File: config.mk
export PLATFORM = sky130hd
export DESIGN_NAME = fifo_param
export DESIGN_NICKNAME = d
export VERILOG_FILES = /design/src/rtl/fifo_param_pkg.sv /design/src/rtl/fifo_param_mem.sv /design/src/rtl/fifo_param.sv
export SDC_FILE = /design/constraint.sdc
export NUM_CORES = 1
export LEC_CHECK = 0
export ABC_AREA = 1
export BUFFER_PORTS_ARGS = -buffer_cell sky130_fd_sc_hd__buf_2
export CORE_UTILIZATION = 63
export DETAILED_ROUTE_END_ITERATION = 8
export GPL_ROUTABILITY_DRIVEN = 0
export HOLD_SLACK_MARGIN = 0.05
export PLACE_DENSITY_LB_ADDON = 0.1
export SLEW_MARGIN = 10
export SYNTH_ARGS = -nofsm -noshare
export SYNTH_HDL_FRONTEND = slang
export SYNTH_SLANG_ARGS = --single-unit
export TNS_END_PERCENT = 20
File: constraint.sdc
create_clock -name clk -period 5.4 [get_ports clk]
set_clock_uncertainty 0.05 [all_clocks]
set_input_delay 0.27 -clock clk [delete_from_list [all_inputs] [get_ports clk]]
set_output_delay 0.27 -clock clk [all_outputs]
set_load 0.02 [all_outputs]
File: src/rtl/fifo_param_pkg.sv
// Shared defaults and small helpers for the parametrised FIFO.
// Channel-level blocks import this package to pick up the common
// width/threshold defaults so every channel buffer is sized alike.
package fifo_param_pkg;

  // Default geometry and status thresholds of a channel FIFO.
  localparam int FIFO_DATA_W    = 10;
  localparam int FIFO_ADDR_W    = 3;
  localparam int FIFO_AF_THRESH = 6;
  localparam int FIFO_AE_THRESH = 2;

  // Per-cycle operation actually performed, after full/empty gating.
  typedef enum logic [1:0] {
    OP_IDLE  = 2'b00,
    OP_READ  = 2'b01,
    OP_WRITE = 2'b10,
    OP_BOTH  = 2'b11
  } fifo_op_e;

  // Combine the accepted write/read strobes into one operation code.
  function automatic fifo_op_e fifo_op(input logic wr_acc, input logic rd_acc);
    return fifo_op_e'({wr_acc, rd_acc});
  endfunction

endpackage

File: src/rtl/fifo_param_mem.sv
// Dual-port storage for fifo_param: one write port and one registered
// read port. The array itself is never reset; only the read register is.
module fifo_param_mem
  import fifo_param_pkg::*;
#(
  parameter int DATA_W = FIFO_DATA_W,
  parameter int ADDR_W = FIFO_ADDR_W
) (
  input  logic              clk,
  input  logic              rst,
  input  logic              i_wr_en,
  input  logic [ADDR_W-1:0] i_wr_addr,
  input  logic [DATA_W-1:0] i_wr_data,
  input  logic              i_rd_en,
  input  logic [ADDR_W-1:0] i_rd_addr,
  output logic [DATA_W-1:0] o_rd_data,
  output logic              o_rd_valid
);

  localparam int DEPTH = 1 << ADDR_W;

  logic [DATA_W-1:0] r_mem [DEPTH];
  logic [DATA_W-1:0] r_rd_data;
  logic              r_rd_valid;

  // Store the incoming word; contents survive reset on purpose.
  always_ff @(posedge clk) begin
    if (i_wr_en) begin
      r_mem[i_wr_addr] <= i_wr_data;
    end
  end

  // Registered read: load on a read strobe, otherwise hold data and drop valid.
  always_ff @(posedge clk or negedge rst) begin
    if (!rst) begin
      r_rd_data  <= {DATA_W{1'b0}};
      r_rd_valid <= 1'b0;
    end else if (i_rd_en) begin
      r_rd_data  <= r_mem[i_rd_addr];
      r_rd_valid <= 1'b1;
    end else begin
      r_rd_data  <= r_rd_data;
      r_rd_valid <= 1'b0;
    end
  end

  assign o_rd_data  = r_rd_data;
  assign o_rd_valid = r_rd_valid;

endmodule

File: src/rtl/fifo_param.sv
// Parametrised synchronous FIFO. Owns the read/write pointers, the
// occupancy counter, the status flags and the sticky error flags; the
// storage lives in fifo_param_mem. Full/empty come from the counter, not
// from pointer comparison, so the pointers can simply wrap.
module fifo_param
  import fifo_param_pkg::*;
#(
  parameter int DATA_W    = FIFO_DATA_W,
  parameter int ADDR_W    = FIFO_ADDR_W,
  parameter int AF_THRESH = FIFO_AF_THRESH,
  parameter int AE_THRESH = FIFO_AE_THRESH
) (
  input  logic              clk,
  input  logic              rst,
  input  logic              wr_enb,
  input  logic              rd_enb,
  input  logic [DATA_W-1:0] data_in,
  output logic [DATA_W-1:0] data_out,
  output logic              valid_out,
  output logic [ADDR_W:0]   count,
  output logic              full,
  output logic              empty,
  output logic              almost_full,
  output logic              almost_empty,
  output logic              overflow,
  output logic              underflow
);

  localparam logic [ADDR_W:0] L_DEPTH = {1'b1, {ADDR_W{1'b0}}};
  localparam logic [ADDR_W:0] L_AF    = (ADDR_W+1)'(AF_THRESH);
  localparam logic [ADDR_W:0] L_AE    = (ADDR_W+1)'(AE_THRESH);
  localparam logic [ADDR_W:0] L_ZERO  = {(ADDR_W+1){1'b0}};
  localparam logic [ADDR_W:0] L_ONE   = (ADDR_W+1)'(1'b1);
  localparam logic [ADDR_W-1:0] L_PTR_ONE = ADDR_W'(1'b1);

  logic [ADDR_W-1:0] r_wr_ptr;
  logic [ADDR_W-1:0] r_rd_ptr;
  logic [ADDR_W:0]   r_count;
  logic              r_overflow;
  logic              r_underflow;

  logic              w_full;
  logic              w_empty;
  logic              w_almost_full;
  logic              w_almost_empty;
  logic              w_wr_acc;
  logic              w_rd_acc;
  logic [ADDR_W:0]   w_count_nxt;
  logic [DATA_W-1:0] w_rd_data;
  logic              w_rd_valid;
  fifo_op_e          w_op;

  // Status flags decoded from the registered occupancy.
  always_comb begin
    w_full         = 1'b0;
    w_empty        = 1'b0;
    w_almost_full  = 1'b0;
    w_almost_empty = 1'b0;
    if (r_count == L_DEPTH) begin
      w_full = 1'b1;
    end else begin
      w_full = 1'b0;
    end
    if (r_count == L_ZERO) begin
      w_empty = 1'b1;
    end else begin
      w_empty = 1'b0;
    end
    if (r_count >= L_AF) begin
      w_almost_full = 1'b1;
    end else begin
      w_almost_full = 1'b0;
    end
    if (r_count <= L_AE) begin
      w_almost_empty = 1'b1;
    end else begin
      w_almost_empty = 1'b0;
    end
  end

  // Acceptance uses the flags registered before this edge; when full the
  // read wins, when empty the write wins (no write-to-read bypass).
  assign w_wr_acc = wr_enb & ~w_full;
  assign w_rd_acc = rd_enb & ~w_empty;
  assign w_op     = fifo_op(w_wr_acc, w_rd_acc);

  // Next occupancy from the accepted operation pair.
  always_comb begin
    w_count_nxt = r_count;
    case (w_op)
      OP_WRITE: w_count_nxt = r_count + L_ONE;
      OP_READ:  w_count_nxt = r_count - L_ONE;
      OP_BOTH:  w_count_nxt = r_count;
      OP_IDLE:  w_count_nxt = r_count;
      default:  w_count_nxt = r_count;
    endcase
  end

  // Pointer and occupancy state; pointers wrap naturally at DEPTH.
  always_ff @(posedge clk or negedge rst) begin
    if (!rst) begin
      r_wr_ptr <= {ADDR_W{1'b0}};
      r_rd_ptr <= {ADDR_W{1'b0}};
      r_count  <= L_ZERO;
    end else begin
      r_count <= w_count_nxt;
      if (w_wr_acc) begin
        r_wr_ptr <= r_wr_ptr + L_PTR_ONE;
      end
      if (w_rd_acc) begin
        r_rd_ptr <= r_rd_ptr + L_PTR_ONE;
      end
    end
  end

  // Sticky error flags: set by any rejected request, cleared only by reset.
  always_ff @(posedge clk or negedge rst) begin
    if (!rst) begin
      r_overflow  <= 1'b0;
      r_underflow <= 1'b0;
    end else begin
      if (wr_enb && w_full) begin
        r_overflow <= 1'b1;
      end
      if (rd_enb && w_empty) begin
        r_underflow <= 1'b1;
      end
    end
  end

  fifo_param_mem #(
    .DATA_W (DATA_W),
    .ADDR_W (ADDR_W)
  ) u_mem (
    .clk        (clk),
    .rst        (rst),
    .i_wr_en    (w_wr_acc),
    .i_wr_addr  (r_wr_ptr),
    .i_wr_data  (data_in),
    .i_rd_en    (w_rd_acc),
    .i_rd_addr  (r_rd_ptr),
    .o_rd_data  (w_rd_data),
    .o_rd_valid (w_rd_valid)
  );

  assign data_out     = w_rd_data;
  assign valid_out    = w_rd_valid;
  assign count        = r_count;
  assign full         = w_full;
  assign empty        = w_empty;
  assign almost_full  = w_almost_full;
  assign almost_empty = w_almost_empty;
  assign overflow     = r_overflow;
  assign underflow    = r_underflow;

endmodule
### Word-level counts from Yosys, hierarchy flattened

Memory sizes are Yosys's and may differ from the RTL's. A register that Yosys moved wholly into a read port is not among the register bits.
Cells that the tools add are included.

* register bits after elaboration: 13
* bits in writable memories: 80
* input port bits: 14
* word-level logic and storage cells: 35
* memories kept: 1

Memory list
* u_mem.r_mem: depth 8, width 10, rd ports 1, clocked after memory_dff 1, write ports 1, RTL line fifo_param_mem.sv:22 `logic [DATA_W-1:0] r_mem [DEPTH];`

* add/sub/neg operators: 4
* order comparisons: 2
* equal/unequal tests: 4
* multiplexer cells: 8
* bitwise logic cells: 4
* reduce and logical (&&, ||, !) cells: 6

Operators by type and width (count)
* $pmux W4 S2: 1
* $mux W1: 7
* $add A3 B1 Y3 const B: 2
* $add A4 B1 Y4 const B: 1
* $eq A2 B2 Y1 const B: 2
* $eq A4 B4 Y1 const B: 1
* $ge A4 B3 Y1 const B: 1
* $le A4 B2 Y1 const B: 1
* $logic_not A4 Y1: 1
* $sub A4 B1 Y4 const B: 1
* $and A1 B1 Y1: 2
* $eq A2 B1 Y1 const B: 1
* $logic_and A1 B1 Y1: 2
* $logic_not A2 Y1: 1
* $not A1 Y1: 2
* $reduce_or A2 Y1: 1
* $logic_not A1 Y1: 1

### Logic depth before layout (Yosys ltp)

* word-level depth: 6
* depth in mapped cells: 12
* gate-level depth less buffers: 12

### By module

A second synthesis with hierarchy kept.

* cell total of the unflattened synthesis: 444
* area total of the unflattened synthesis: 4549.4 µm²

By module, submodules not included
* fifo_param_mem: times used 1, cells an instance 367, area each 3851.2 µm², seq. area each 2677.6 µm²
* fifo_param: times used 1, cells an instance 77, area each 698.2 µm², seq. area each 300.3 µm²

### Least setup slack after synthesis

OpenSTA, ideal clock, no wires.

* path type: register to register
* start: register r_count[0], in the netlist count[0]
* end: memory u_mem.r_mem[4][0] (netlist name), enable pin
* setup time: 0.376 ns
* data arrival time: 1.638 ns
* required time: 4.974 ns
* path slack: 3.336 ns
* cell stages (with the launch flop): 6
* buffers on the path: 0
* clock period less this slack: 2.064 ns
* cell sequence: dfrtp_1 > nor2_4 > nand2_1 > nand2_4 > or2_2 > nor2_1

* longest elaborated chain between the ends: 6

Ends and longest elaborated chain
* start: declaration: RTL line fifo_param.sv:38 `logic [ADDR_W:0] r_count;`
* start signal: assignment: RTL line fifo_param.sv:106 `r_count <= w_count_nxt;`
* $eq A4 B4 Y1: RTL line fifo_param.sv:59 `if (r_count == L_DEPTH) begin`
* $mux W1: RTL line fifo_param.sv:59
* $not A1 Y1: RTL line fifo_param.sv:83 `assign w_wr_acc = wr_enb & ~w_full;`
* $and A1 B1 Y1: RTL line fifo_param.sv:83
* $mux W1: RTL line fifo_param_mem.sv:28 `if (i_wr_en) begin`
* $mux W1 (not written as such): RTL line fifo_param_mem.sv:29 `r_mem[i_wr_addr] <= i_wr_data;`
* end: declaration: RTL line fifo_param_mem.sv:22

Every way passes these cells.

### Worst setup path after layout

* start: register r_count[0], in the netlist count[0]
* end: memory u_mem.r_mem[0][8] (netlist name), enable pin

The elaborated chain is that of the path after synthesis.

==> flow_summary.html <==
<table>
<tr><th>Metric</th><th>Value</th></tr>
<tr><th colspan="2">Layout</th></tr>
<tr><td>Number of nets in the final layout</td><td>about 380</td></tr>
<tr><td>Antenna diodes</td><td>0</td></tr>
<tr><td>Share of layout cells above drive strength 1</td><td>0.164</td></tr>
<tr><td>Commonest non-fill, non-tap cell in the layout</td><td>edfxtp_1</td></tr>
<tr><td>Area grow syn2layout</td><td>9.98%</td></tr>
<tr><td>Number of inserted filler cells in the final layout</td><td>around 460</td></tr>
<tr><td>Commonest cells after routing, fill and taps aside</td><td>80 x edfxtp_1, 49 x nor2_1, 45 x o21ai_0, 42 x nand2_1, 34 x buf_2</td></tr>
<tr><td>Layout Cells excl Fill</td><td>around 450</td></tr>
<tr><th colspan="2">Placed design</th></tr>
<tr><td>Port Buffers</td><td>34</td></tr>
<tr><td>Half-perimeter wire length of the detailed placement result</td><td>4770 um</td></tr>
<tr><td>Placed cell count</td><td>~430</td></tr>
<tr><td>Setup WS pre-CTS</td><td>between 2 and 3 ns</td></tr>
<tr><th colspan="2">Clocking</th></tr>
<tr><td>TritonCTS clock tree</td><td>built</td></tr>
<tr><td>Post-cts repair resize count</td><td>0</td></tr>
<tr><td>Root Buffer</td><td>clkbuf_8</td></tr>
<tr><td>Post-CTS Hold Buffers</td><td>1</td></tr>
<tr><td>TritonCTS Sinks</td><td>between 100 and 150</td></tr>
<tr><td>Clock network latency to the later pin of the worst-skew pair</td><td>between 0.3 and 0.4 ns</td></tr>
<tr><td>Total CTS buffers</td><td>9</td></tr>
<tr><td>Number of buffers on the longest clock path</td><td>2</td></tr>
<tr><td>Number of levels in the clock H-tree</td><td>3</td></tr>
<tr><td>CTS clock-pin slew for the worst setup and hold paths</td><td>0.09 ns</td></tr>
<tr><td>Number of buffers added for setup after CTS</td><td>0</td></tr>
<tr><th colspan="2">Setup path</th></tr>
<tr><td>Endpoint arrival time on the critical path</td><td>2.33 ns</td></tr>
<tr><td>Startpoint-to-endpoint class of the critical path</td><td>flop to flop</td></tr>
<tr><td>Element type at the critical path start</td><td>flop</td></tr>
<tr><td>Data required time at the worst endpoint</td><td>roughly 5.3 ns</td></tr>
<tr><td>Crit-path cells</td><td>nor2_4 &gt; nand2_1 &gt; nand2_4 &gt; or2_2 &gt; nor2_1</td></tr>
<tr><td>Critical-path maximum fanout</td><td>10</td></tr>
<tr><td>CP max stage cell</td><td>nor2_1</td></tr>
<tr><td>Crit end category</td><td>flop</td></tr>
<tr><td>Worst path max stage delay</td><td>between 0.8 and 0.9 ns</td></tr>
<tr><th colspan="2">Routing</th></tr>
<tr><td>Number of detailed-route iterations in the first pass</td><td>5</td></tr>
<tr><td>Total detailed-routing wirelength</td><td>~8100 um</td></tr>
<tr><td>Number of vias in the routed layout</td><td>approximately 2600</td></tr>
<tr><td>Antenna viol nets, final</td><td>0</td></tr>
<tr><td>Average vias per placed instance</td><td>about 5.9</td></tr>
<tr><td>Residual DRC</td><td>0</td></tr>
<tr><td>DR WL/cell</td><td>around 18 um</td></tr>
<tr><td>Iteration-0 DRC Markers</td><td>just under 300</td></tr>
<tr><th colspan="2">STA</th></tr>
<tr><td>Upper clock frequency limit</td><td>between 400 and 500 MHz</td></tr>
<tr><td>Relative slew margins</td><td>0.194</td></tr>
<tr><td>Final setup violating endpoints</td><td>0</td></tr>
<tr><td>Setup TNS Final</td><td>0 ns</td></tr>
<tr><td>Slew at the pin closest to its max-slew limit</td><td>between 1 and 1.5 ns</td></tr>
<tr><td>Final Critical Period</td><td>2.40 ns</td></tr>
<tr><td>Final Max Slew Viols</td><td>0</td></tr>
<tr><td>Final critical-path share of the clock period</td><td>0.445</td></tr>
<tr><td>Final setup slack of the worst path</td><td>roughly 3.0 ns</td></tr>
<tr><td>RSZ-0062 raised after global routing</td><td>false</td></tr>
<tr><td>Final Hold Fails</td><td>0</td></tr>
<tr><th colspan="2">Synth</th></tr>
<tr><td>Total of flip-flops plus latches after synthesis</td><td>103</td></tr>
<tr><td>Number of nets in the synthesized netlist</td><td>~350</td></tr>
<tr><td>Distinct cell type count after synthesis</td><td>27</td></tr>
<tr><td>Post-synthesis cell count</td><td>~330</td></tr>
<tr><td>Synthesized area per cell</td><td>12.4 um^2</td></tr>
<tr><td>Synth Area in Compound Gates</td><td>0.121</td></tr>
<tr><td>Synthesized area</td><td>4150 um^2</td></tr>
<tr><td>Fraction of the mapped netlist area in simple logic gates</td><td>0.106</td></tr>
<tr><td>Multiplexer area fraction after synthesis</td><td>0</td></tr>
<tr><td>Synth warn</td><td>0</td></tr>
<tr><td>Post-synthesis share of cell area spent on full adders, half adders and majority gates</td><td>0.0121</td></tr>
<tr><td>Largest family of logic cells by synthesized area</td><td>compound AO/OA/AOI/OAI gates</td></tr>
<tr><td>Synthesized-area fraction occupied by xor and xnor cells</td><td>0.0127</td></tr>
<tr><td>Portion of the post-synthesis area used by sequential elements</td><td>0.718</td></tr>
<tr><th colspan="2">Floorplanning</th></tr>
<tr><td>Initial core utilization</td><td>0.654</td></tr>
<tr><td>Chip Width</td><td>between 80 and 90 um</td></tr>
<tr><td>Number of placement rows</td><td>29</td></tr>
<tr><td>Core region area</td><td>between 6000 and 7000 um^2</td></tr>
<tr><td>Height of the die</td><td>~83 um</td></tr>
<tr><td>Number of top-level design ports</td><td>35</td></tr>
<tr><td>Die ar.</td><td>6920 um^2</td></tr>
<tr><th colspan="2">Global routing</th></tr>
<tr><td>Overflow after GRT</td><td>0</td></tr>
<tr><td>Wire length of the first global-routing pass</td><td>12800 um</td></tr>
<tr><td>Pin count of the biggest net entering global routing</td><td>43</td></tr>
<tr><td>Number of global-route vias before repair</td><td>approximately 2600</td></tr>
<tr><td>Global-route usage over all layers</td><td>0.250</td></tr>
<tr><td>Number of antenna violations at the first check in global routing</td><td>0</td></tr>
<tr><th colspan="2">Power and ir drop</th></tr>
<tr><td>Highest ir drop seen on vdd</td><td>roughly 420 uV</td></tr>
<tr><td>Leakage power</td><td>around 1.7 nW</td></tr>
<tr><td>Power per cell area</td><td>between 500 and 600 nW/um^2</td></tr>
<tr><th colspan="2">Status</th></tr>
<tr><td>Outcome</td><td>complete, no violations</td></tr>
<tr><th colspan="2">Min path</th></tr>
<tr><td>Hold/Removal Path Class</td><td>input port to flop</td></tr>
<tr><th colspan="2">Run</th></tr>
<tr><td>Number of maximum-capacitance constraint violations</td><td>0</td></tr>
</table>
-- metal layers --
metal | GRT usage | wire length, um
met2 | 0.393 | 3910
met5 | 0 | 0
met3 | 0.0557 | 552
met1 | 0.333 | 3490
met4 | 0.121 | 108
-- cell families (layout without fill, tap and decap cells) --
logic type | after synthesis | count (layout)
AOI/OAI and AO/OA | 82 | 82
buffers and inverters | 34 | 71
adders and majority gates | 4 | 4
and+or+nand+nor | 105 | 105
xor gates and xnor gates | 6 | 6
DFF | 103 | 103
-- flip-flops by register name, summed over array words and instances, names as in the netlist --
name              count
u_mem.o_rd_data      10
underflow             1
u_mem.o_rd_valid      1
overflow              1
count                 4
r_rd_ptr              3
r_wr_ptr              3
u_mem.r_mem          80
-- path summary, 6_finish.rpt --
path                                                start                              to  slack [ns]  cells past startpoint
max                                  count[0]$_DFFE_PN0N_     u_mem.r_mem[0][8]$_DFFE_PP_        3.00                      5
min                                            data_in[2]     u_mem.r_mem[1][2]$_DFFE_PP_        0.13                      1
max reg2reg                          count[0]$_DFFE_PN0N_     u_mem.r_mem[0][8]$_DFFE_PP_        3.00                      5
min reg2reg                u_mem.o_rd_data[6]$_DFFE_PN0P_  u_mem.o_rd_data[6]$_DFFE_PN0P_        0.43                      2
max in group asynchronous                             rst         r_wr_ptr[2]$_DFFE_PN0P_        4.55                      2
min in group asynchronous                             rst  u_mem.o_rd_data[9]$_DFFE_PN0P_        0.38                      2
-- where the power goes --
part           leakage, nW  internal, mW  total [mW]  switching [mW]
combinational        0.640         0.283       0.899           0.616
sequential           0.998          1.04        1.15           0.110
clock               0.0957         0.213       0.461           0.248
-- per-stage QoR --
stage / power, mW / hold slack (ns) / area (um^2) / util
after floorplan: 1.79 / -0.0756 / 4150 / -
after global placement: 2.03 / 0.227 / 4370 / 0.688
after detailed placement: 2.06 / 0.237 / 4370 / 0.688
after CTS: 2.51 / 0.112 / 4560 / 0.719
after global routing: 2.65 / 0.123 / 4560 / 0.719
final: 2.51 / 0.130 / 4560 / 0.719
-- area by class of cell --
type | instances | area [um^2] | area share
Multi-Input combinational cell | 197 | 1040 | 0.229
Inverter | 19 | 71.3 | 0.0156
Sequential cell | 103 | 2980 | 0.652
Clock buffer | 10 | 128 | 0.0280
Clock inverter | 6 | 60.1 | 0.0132
Tap cell | 77 | 96.3 | 0.0211
Timing Repair Buffer | 36 | 188 | 0.0411
-- worst max-delay path: cells and delay by family (launching register included) --
kind             cells  cell delay [ns]
flip-flops           1             0.49
AND/OR/NAND/NOR      5             1.49
-- cell usage after synthesis (all sizes together) --
cell / count / area share
clkbuf: 14 / 0.013
xor2: 3 / 0.0063
xnor2: 3 / 0.0063
nor2: 52 / 0.050
dfrtp: 23 / 0.14
nand3: 5 / 0.0072
o22ai: 10 / 0.015
o21ai: 47 / 0.057
o211ai: 10 / 0.018
buf: 1 / 0.0012
a31o: 1 / 0.0021
ha: 4 / 0.012
inv: 19 / 0.017
edfxtp: 80 / 0.58
o21bai: 1 / 0.0018
a21oi: 3 / 0.0063
or2: 1 / 0.0015
nand2: 47 / 0.047
o221ai: 10 / 0.021
Note: power is estimated with default switching activity, not from simulation.
